==> src/rtl/mmcm_drp_reconfig.sv <==
// mmcm_drp_reconfig: DRP master that read-modify-writes one of two register tables into a running MMCM.
// Ports: i_dclk/i_rst clock and sync reset; i_sen/i_saddr start pulse and table select;
//        o_srdy done pulse, o_busy in progress, o_err sticky timeout;
//        o_daddr/o_di/o_den/o_dwe/i_do/i_drdy DRP port; i_locked and o_rst_mmcm MMCM lock and reset.
module mmcm_drp_reconfig #(
    parameter int                     NUM_REGS     = 23,
    parameter logic [NUM_REGS*39-1:0] CFG0_TABLE   = '0,
    parameter logic [NUM_REGS*39-1:0] CFG1_TABLE   = '0,
    parameter int                     DRDY_TIMEOUT = 1023,
    parameter int                     LOCK_TIMEOUT = 65535
) (
    input  logic        i_dclk,
    input  logic        i_rst,
    input  logic        i_sen,
    input  logic        i_saddr,
    output logic        o_srdy,
    output logic        o_busy,
    output logic        o_err,
    output logic [6:0]  o_daddr,
    output logic [15:0] o_di,
    output logic        o_den,
    output logic        o_dwe,
    input  logic [15:0] i_do,
    input  logic        i_drdy,
    input  logic        i_locked,
    output logic        o_rst_mmcm
);
    localparam int IW   = (NUM_REGS > 1) ? $clog2(NUM_REGS) : 1;
    localparam int TMAX = (DRDY_TIMEOUT > LOCK_TIMEOUT) ? DRDY_TIMEOUT : LOCK_TIMEOUT;
    localparam int CW   = $clog2(TMAX + 3);

    typedef enum logic [2:0] {
        S_IDLE, S_ASSERT, S_READ, S_WAIT_RD, S_MODIFY, S_WRITE, S_WAIT_WR, S_WAIT_LOCK
    } state_t;

    state_t        r_state, w_next;
    logic [IW-1:0] r_idx, w_idx;
    logic          r_sel, w_sel;
    logic [CW-1:0] r_cnt;
    logic [15:0]   r_do_cap, r_di;
    logic [6:0]    r_daddr;
    logic          r_srdy, r_busy, r_err, r_den, r_dwe, r_rst_mmcm;
    logic [38:0]   w_entry;
    logic [15:0]   w_mask, w_data;
    logic          w_accept, w_last, w_ok, w_to;
    logic          w_busy, w_err, w_den, w_dwe, w_rst_mmcm;

    assign w_accept = (r_state == S_IDLE) && i_sen;
    assign w_last   = r_idx == IW'(NUM_REGS - 1);
    // Table index and select as they will be next cycle, so DADDR is registered for the entry being accessed.
    assign w_sel    = w_accept ? i_saddr : r_sel;
    assign w_idx    = w_accept ? '0 : (r_state == S_WAIT_WR && i_drdy && !w_last) ? r_idx + 1'b1 : r_idx;
    assign w_entry  = w_sel ? CFG1_TABLE[w_idx*39 +: 39] : CFG0_TABLE[w_idx*39 +: 39];
    assign w_mask   = w_entry[31:16];
    assign w_data   = w_entry[15:0];

    always_ff @(posedge i_dclk) begin
        if (i_rst) begin
            r_state    <= S_IDLE;
            r_idx      <= '0;
            r_sel      <= 1'b0;
            r_cnt      <= '0;
            r_do_cap   <= '0;
            r_di       <= '0;
            r_daddr    <= '0;
            r_srdy     <= 1'b0;
            r_busy     <= 1'b0;
            r_err      <= 1'b0;
            r_den      <= 1'b0;
            r_dwe      <= 1'b0;
            r_rst_mmcm <= 1'b0;
        end else begin
            r_state    <= w_next;
            r_idx      <= w_idx;
            r_sel      <= w_sel;
            // Restarting on every state change also restarts it on each DEN and on entry to WAIT_LOCK.
            r_cnt      <= (w_next != r_state) ? '0 : r_cnt + 1'b1;
            if (r_state == S_WAIT_RD && i_drdy)
                r_do_cap <= i_do;
            if (r_state == S_MODIFY)
                r_di <= (r_do_cap & w_mask) | (w_data & ~w_mask);
            if (w_den)
                r_daddr <= w_entry[38:32];
            r_srdy     <= w_ok;
            r_busy     <= w_busy;
            r_err      <= w_err;
            r_den      <= w_den;
            r_dwe      <= w_dwe;
            r_rst_mmcm <= w_rst_mmcm;
        end
    end

    always_comb begin
        w_next = r_state;
        w_ok   = 1'b0;
        w_to   = 1'b0;
        case (r_state)
            S_IDLE:      w_next = i_sen ? S_ASSERT : S_IDLE;
            S_ASSERT:    w_next = S_READ;
            S_READ:      w_next = S_WAIT_RD;
            S_WAIT_RD: begin
                w_to   = !i_drdy && r_cnt == CW'(DRDY_TIMEOUT - 1);
                w_next = i_drdy ? S_MODIFY : w_to ? S_IDLE : S_WAIT_RD;
            end
            S_MODIFY:    w_next = S_WRITE;
            S_WRITE:     w_next = S_WAIT_WR;
            S_WAIT_WR: begin
                w_to   = !i_drdy && r_cnt == CW'(DRDY_TIMEOUT - 1);
                w_next = i_drdy ? (w_last ? S_WAIT_LOCK : S_READ) : w_to ? S_IDLE : S_WAIT_WR;
            end
            S_WAIT_LOCK: begin
                // The first two cycles ignore LOCKED so a lock left over from before reset is not trusted.
                w_ok   = i_locked && r_cnt >= CW'(2);
                w_to   = !w_ok && r_cnt == CW'(LOCK_TIMEOUT - 1);
                w_next = (w_ok || w_to) ? S_IDLE : S_WAIT_LOCK;
            end
            default:     w_next = S_IDLE;
        endcase
    end

    always_comb begin
        w_busy     = w_next != S_IDLE;
        w_rst_mmcm = w_next != S_IDLE && w_next != S_WAIT_LOCK;
        w_den      = w_next == S_READ || w_next == S_WRITE;
        w_dwe      = w_next == S_WRITE;
        w_err      = w_to || (r_err && !w_accept);
    end

    assign o_srdy     = r_srdy;
    assign o_busy     = r_busy;
    assign o_err      = r_err;
    assign o_daddr    = r_daddr;
    assign o_di       = r_di;
    assign o_den      = r_den;
    assign o_dwe      = r_dwe;
    assign o_rst_mmcm = r_rst_mmcm;
endmodule

==> config.mk <==
export PLATFORM = sky130hd
export DESIGN_NAME = mmcm_drp_reconfig
export DESIGN_NICKNAME = d
export VERILOG_FILES = /design/src/rtl/mmcm_drp_reconfig.sv
export SDC_FILE = /design/constraint.sdc
export NUM_CORES = 1
export LEC_CHECK = 0
export ABC_AREA = 1
export CORE_MARGIN = 2
export CORE_UTILIZATION = 42
export CTS_CLUSTER_DIAMETER = 60
export DETAILED_ROUTE_END_ITERATION = 6
export DONT_BUFFER_PORTS = 1
export GPL_TIMING_DRIVEN = 0
export PLACE_DENSITY = 0.53
export SKIP_CTS_REPAIR_TIMING = 1
export SLEW_MARGIN = 10
export SYNTH_ARGS = -nofsm -noshare
export SYNTH_HDL_FRONTEND = slang
export SYNTH_SLANG_ARGS = --single-unit
==> constraint.sdc <==
create_clock -name i_dclk -period 2 [get_ports i_dclk]
set_input_delay 0.5 -clock i_dclk [delete_from_list [all_inputs] [get_ports i_dclk]]
set_output_delay 0.5 -clock i_dclk [all_outputs]
set_load 0.01 [all_outputs]
=== After elaboration in Yosys (flattened, before gate mapping) ===
Cells that the tools add are included.
W data, S select, Z words.

* Bits of input ports: 22
* Register bits: 70
* Output and inout bits: 29

* Equality and inequality tests: 14
* Bitwise logic cells: 5
* Shift operators: 1
* Mux-type cells: 11
* Reduce and logical (&&, ||, !) cells: 21
* Magnitude comparators: 1
* $mul: 1
* Add/sub/neg operators: 2

{| class="wikitable"
|+ Operators by type and width
! cell !! number
|-
| $shiftx A897 B12 Y39 const A || 1
|-
| $and A16 B16 Y16 || 2
|-
| $pmux W3 S8 || 1
|-
| $add A17 B1 Y17 const B || 1
|-
| $eq A17 B10 Y1 const B || 1
|-
| $eq A17 B16 Y1 const B || 1
|-
| $ge A17 B2 Y1 const B || 1
|-
| $not A16 Y16 || 1
|-
| $or A16 B16 Y16 || 1
|-
| $eq A3 B3 Y1 const B || 5
|-
| $mux W3 || 5
|-
| $mul A5 B6 Y11 const B || 1
|-
| $mux W5 || 2
|-
| $eq A3 B2 Y1 const B || 3
|-
| $logic_and A1 B1 Y1 || 9
|-
| $reduce_or A2 Y1 || 3
|-
| $add A5 B1 Y5 const B || 1
|-
| $eq A5 B5 Y1 const B || 1
|-
| $logic_not A1 Y1 || 4
|-
| $eq A3 B1 Y1 const B || 1
|-
| $logic_not A3 Y1 || 1
|-
| $logic_or A1 B1 Y1 || 3
|-
| $ne A3 B3 Y1 || 1
|-
| $ne A3 B3 Y1 const B || 1
|-
| 5 further kinds || 5
|}

=== Logic depth before layout (Yosys ltp) ===
* Word-level depth: 10
* Mapped depth: 16
* Mapped depth without buffers: 15

=== Worst setup path after synthesis ===
OpenSTA, ideal clock, no wires.

* Path type: flip-flop to flip-flop
* From: register r_cnt[0]
* To: register r_cnt[9]
* Data arrival time: 1,632 ps
* Data required time: 1,939 ps
* Path slack: 306 ps
* Clock period less this slack: 1,694 ps
* Library setup time: 61 ps
* Cell stages (with the launch flop): 15
* Path through: dfxtp_1 -> inv_1 -> ha_1 -> inv_1 -> nand2_1 -> nor2_1 -> nand3_1 -> nand2_2 -> nand2_4 -> nand4_1 -> nand2_1 -> nor2_4 -> nand2_4 -> buf_12 -> nor2_4

* Longest elaborated chain between the ends: 9

{| class="wikitable"
|+ RTL lines
! what !! line !! RTL
|-
| start, declared || 39 || <nowiki>logic [CW-1:0] r_cnt;</nowiki>
|-
| start signal, assigned || 77 || <nowiki>r_cnt <= (w_next != r_state) ? '0 : r_cnt + 1'b1;</nowiki>
|-
| $ge A17 B2 Y1 || 113 || <nowiki>w_ok = i_locked && r_cnt >= CW'(2);</nowiki>
|-
| $logic_and A1 B1 Y1 || 113 ||
|-
| $logic_not A1 Y1 || 114 || <nowiki>w_to = !w_ok && r_cnt == CW'(LOCK_TIMEOUT - 1);</nowiki>
|-
| $logic_and A1 B1 Y1 || 114 ||
|-
| $logic_or A1 B1 Y1 || 115 || <nowiki>w_next = (w_ok || w_to) ? S_IDLE : S_WAIT_LOCK;</nowiki>
|-
| $mux W3 || 115 ||
|-
| $pmux W3 S8 || 97 || <nowiki>case (r_state)</nowiki>
|-
| $ne A3 B3 Y1 || 77 ||
|-
| $reduce_or A2 Y1 (no line) || - ||
|}

Several ways; a longest one is shown, not always the timed one.
A chain may end at the register's enable or synchronous reset.

=== Worst setup path in the final report ===
* From: register r_cnt[0]
* To: register r_cnt[8]

The elaborated chain is that of the path after synthesis.

==> flow_summary_export.csv <==
group,metric,value,unit
outcome,outcome,"completed",
detailed_routing,ant_nets,0,
power_and_ir_drop,vdd_ir_drop_max,0.382,mV
cts,ctsHtreeMaxLevel,2,
floorplanning,core_area,4350,um2
cts,root_buffer,"clkbuf_8",
placed_design,gp_congestion,0.819,
global_route,grt_max_degree,11,
finish,antenna_cells,0,
setup_path,rrSetupSlack,150,ps
setup_path,path_max_fanout,5,
finish,fin_util,0.520,
hold_path,holdCritPathClass,"input port to register",
detailed_routing,vias,1477,
global_route,grt_overflow,0,
logic_synthesis,ys_seq_area_frac,0.325,
detailed_routing,wl,3.35,mm
setup_path,path_cells,"inv_2 > ha_4 > inv_1 > nand2_1 > nor2_1 > nand3_1 > nand2_2 > nand2_4 > nand4_1 > nand2_1 > nor2_4 > nand2_8 > clkbuf_16 > nor2_4",
finish,stdcell_area,2260,um2
global_route,grt_pass1_vias,1211,
job,cap_viol_max_count,0,
cts,clock_sinks,31,
global_route,grt_usage,0.132,
logic_synthesis,syn-mean-instance-area,7.61,um2
setup_path,cp_slowest_stage_delay,370,ps
finish,syn_to_final_growth,18.5,%
placed_design,numPortBuffers,0,
finish,fill_cells,421,
timing,clock_skew,2.45,ps
placed_design,dp_hpwl,2.43,mm
logic_synthesis,ys_warn_count,0,
setup_path,critPathArrivalTime,2080,ps
cts,clk_transition_reported_paths,60,ps
timing,max_freq,0.540,GHz
finish,final_layout_size_suffix_gt1_frac,0.295,
detailed_routing,route.detailed.drc,0,
detailed_routing,vias_per_cell,4.34,
floorplanning,die_x,71.4,um
logic_synthesis,yosysUniqueCellTypes,29,
power_and_ir_drop,p_leak,1.00,nW
setup_path,critPathRequiredTime,2230,ps
timing,slew_violations,0,
detailed_routing,drt-wirelength-per-cell,9.85,um
logic_synthesis,synth_seq_cells,31,
floorplanning,die_y,71.4,um
detailed_routing,dr.pass1.iters,4,
setup_path,criticalPathCategory,"register to register",
floorplanning,dieArea,5100,um2
power_and_ir_drop,p_per_area,673,nW/um2
cts,cts_tree,"yes",
timing,finalSetupViolCount,0,
detailed_routing,drtIter0Drc,53,
timing,hold_viol,0,
setup_path,slowest_stage,"dfxtp_4",
timing,period_minus_slack,1850,ps
timing,timing.hold.ws,281,ps
setup_path,critPathCaptureType,"register",
timing,setup_tns,0,ps
setup_path,worst_setup_path_start_kind,"register",
floorplanning,initial_core_util,0.439,
global_route,grt_pass1_wl,5.26,mm
placed_design,place_area,2060,um2
finish,layout.nets,313,
floorplanning,fp-row-count,24,
global_route,antenna_found_initial,0,
cts,clock_latency,280,ps
logic_synthesis,synthCells,251,
cts,cts_made_buffers,5,
floorplanning,ios,51,
logic_synthesis,synthesis.area,1910,um2
cts,clockBufferDepth,2,
timing,period_share,0.926,
setup_path,critical_path.top_delay_family,"simple AND/OR/NAND/NOR gates",
setup_path,cp_num_buf_inv,3,
[final timing paths]
kind              depth (start not counted)                 from                  end
hold reg to reg                           1  r_cnt[0]$_SDFF_PP0_  r_cnt[0]$_SDFF_PP0_
setup / recovery                         14  r_cnt[0]$_SDFF_PP0_  r_cnt[8]$_SDFF_PP0_
hold / removal                            1                i_rst     o_err$_SDFF_PP0_
setup reg to reg                         14  r_cnt[0]$_SDFF_PP0_  r_cnt[8]$_SDFF_PP0_
[metal layers]
layer	wire, um	up-vias	track usage	part of all wire
li1	-	800	-	-
met4	85	0	0.0755	0.025
met5	0	-	0	0
met1	1580	626	0.167	0.47
met3	270	9	0.0605	0.081
met2	1410	42	0.184	0.42
[cell usage after synthesis]
| master | number | area, um2 |
|---|---|---|
| nand2_2 | 12 | 75.1 |
| nor2_1 | 34 | 128 |
| inv_2 | 5 | 18.8 |
| or2_1 | 1 | 6.26 |
| buf_4 | 23 | 173 |
| ha_1 | 4 | 50.1 |
| nor2_4 | 13 | 146 |
| nor3_1 | 4 | 20.0 |
| nand4_2 | 1 | 12.5 |
| conb_1 | 1 | 3.75 |
| a211oi_1 | 1 | 7.51 |
| nand4_1 | 4 | 25.0 |
| xnor2_1 | 6 | 52.6 |
| nand2_4 | 2 | 22.5 |
| and3_1 | 1 | 6.26 |
| a21oi_2 | 1 | 8.76 |
| a21oi_1 | 5 | 25.0 |
| nand3b_1 | 1 | 7.51 |
| nor2_2 | 7 | 43.8 |
| o21ai_0 | 3 | 15.0 |
| inv_1 | 30 | 113 |
| o21bai_1 | 1 | 7.51 |
| buf_12 | 1 | 20.0 |
| nand3_1 | 13 | 65.1 |
| xor2_1 | 9 | 78.8 |
| nand4_4 | 1 | 21.3 |
| dfxtp_1 | 31 | 621 |
| nand2_1 | 35 | 131 |
| a31oi_1 | 1 | 6.26 |
[worst reg2reg max path: cells and delay by family, from the launching register on]
family                   cells  cell delay (ps)
flip-flops                   1              370
AND/OR/NAND/NOR             10              990
buffers and inverters        3              300
adder cells (fa/ha/maj)      1              150
[area by class of cell]
type                            count  area (um2)  area share
Timing Repair Buffer                6        62.6      0.0276
Inverter                           35         131      0.0580
Buffer                             24         193      0.0851
Multi-Input combinational cell    184        1080       0.479
Sequential cell                    31         628       0.278
Tap cell                           52        65.1      0.0287
Clock buffer                        8         100      0.0442
[through the flow]
step,instances,power [mW],setup slack [ps]
3_3_place_gp,325,0.920,84.6
5_1_grt,340,1.61,-6.04
3_5_place_dp,325,0.919,85.4
2_1_floorplan,273,0.887,306
6_report,340,1.52,148
4_1_cts,333,1.47,79.8
[where the power goes]
part	internal [mW]	switching (mW)	total (mW)
clock network	0.314	0.223	0.537
logic	0.139	0.171	0.310
registers	0.646	0.0308	0.677
total	1.10	0.425	1.52
[layout by cell type (no fill, tap or decap), types with 8 or more instances in the layout]
master / netlist / routed
nand2_1: 35 / 35
nor2_1: 34 / 33
inv_1: 30 / 29
dfxtp_1: 31 / 29
buf_4: 23 / 28
conb_1: 1 / 23
nand3_1: 13 / 13
nor2_4: 13 / 13
nand2_2: 12 / 12
xor2_1: 9 / 9
nor2_2: 7 / 8
[cell families (layout without fill, tap and decap cells)]
group | after synthesis | in the layout | synth area share
compound gates | 12 | 12 | 0.0367
xor+xnor | 15 | 15 | 0.0688
flops | 31 | 31 | 0.325
buf+inv | 59 | 73 | 0.170
fa+ha+maj | 4 | 4 | 0.0262
other cells | 1 | 23 | 0.00196
simple gates | 129 | 130 | 0.372
[registers in the layout, summed over array words and instances (netlist names)]
signal	flops
r_state	3
o_rst_mmcm	1
o_dwe	1
o_err	1
o_busy	1
o_srdy	1
r_cnt	17
r_idx	5
o_den	1
No activity file was read; power rests on OpenSTA's default activity.
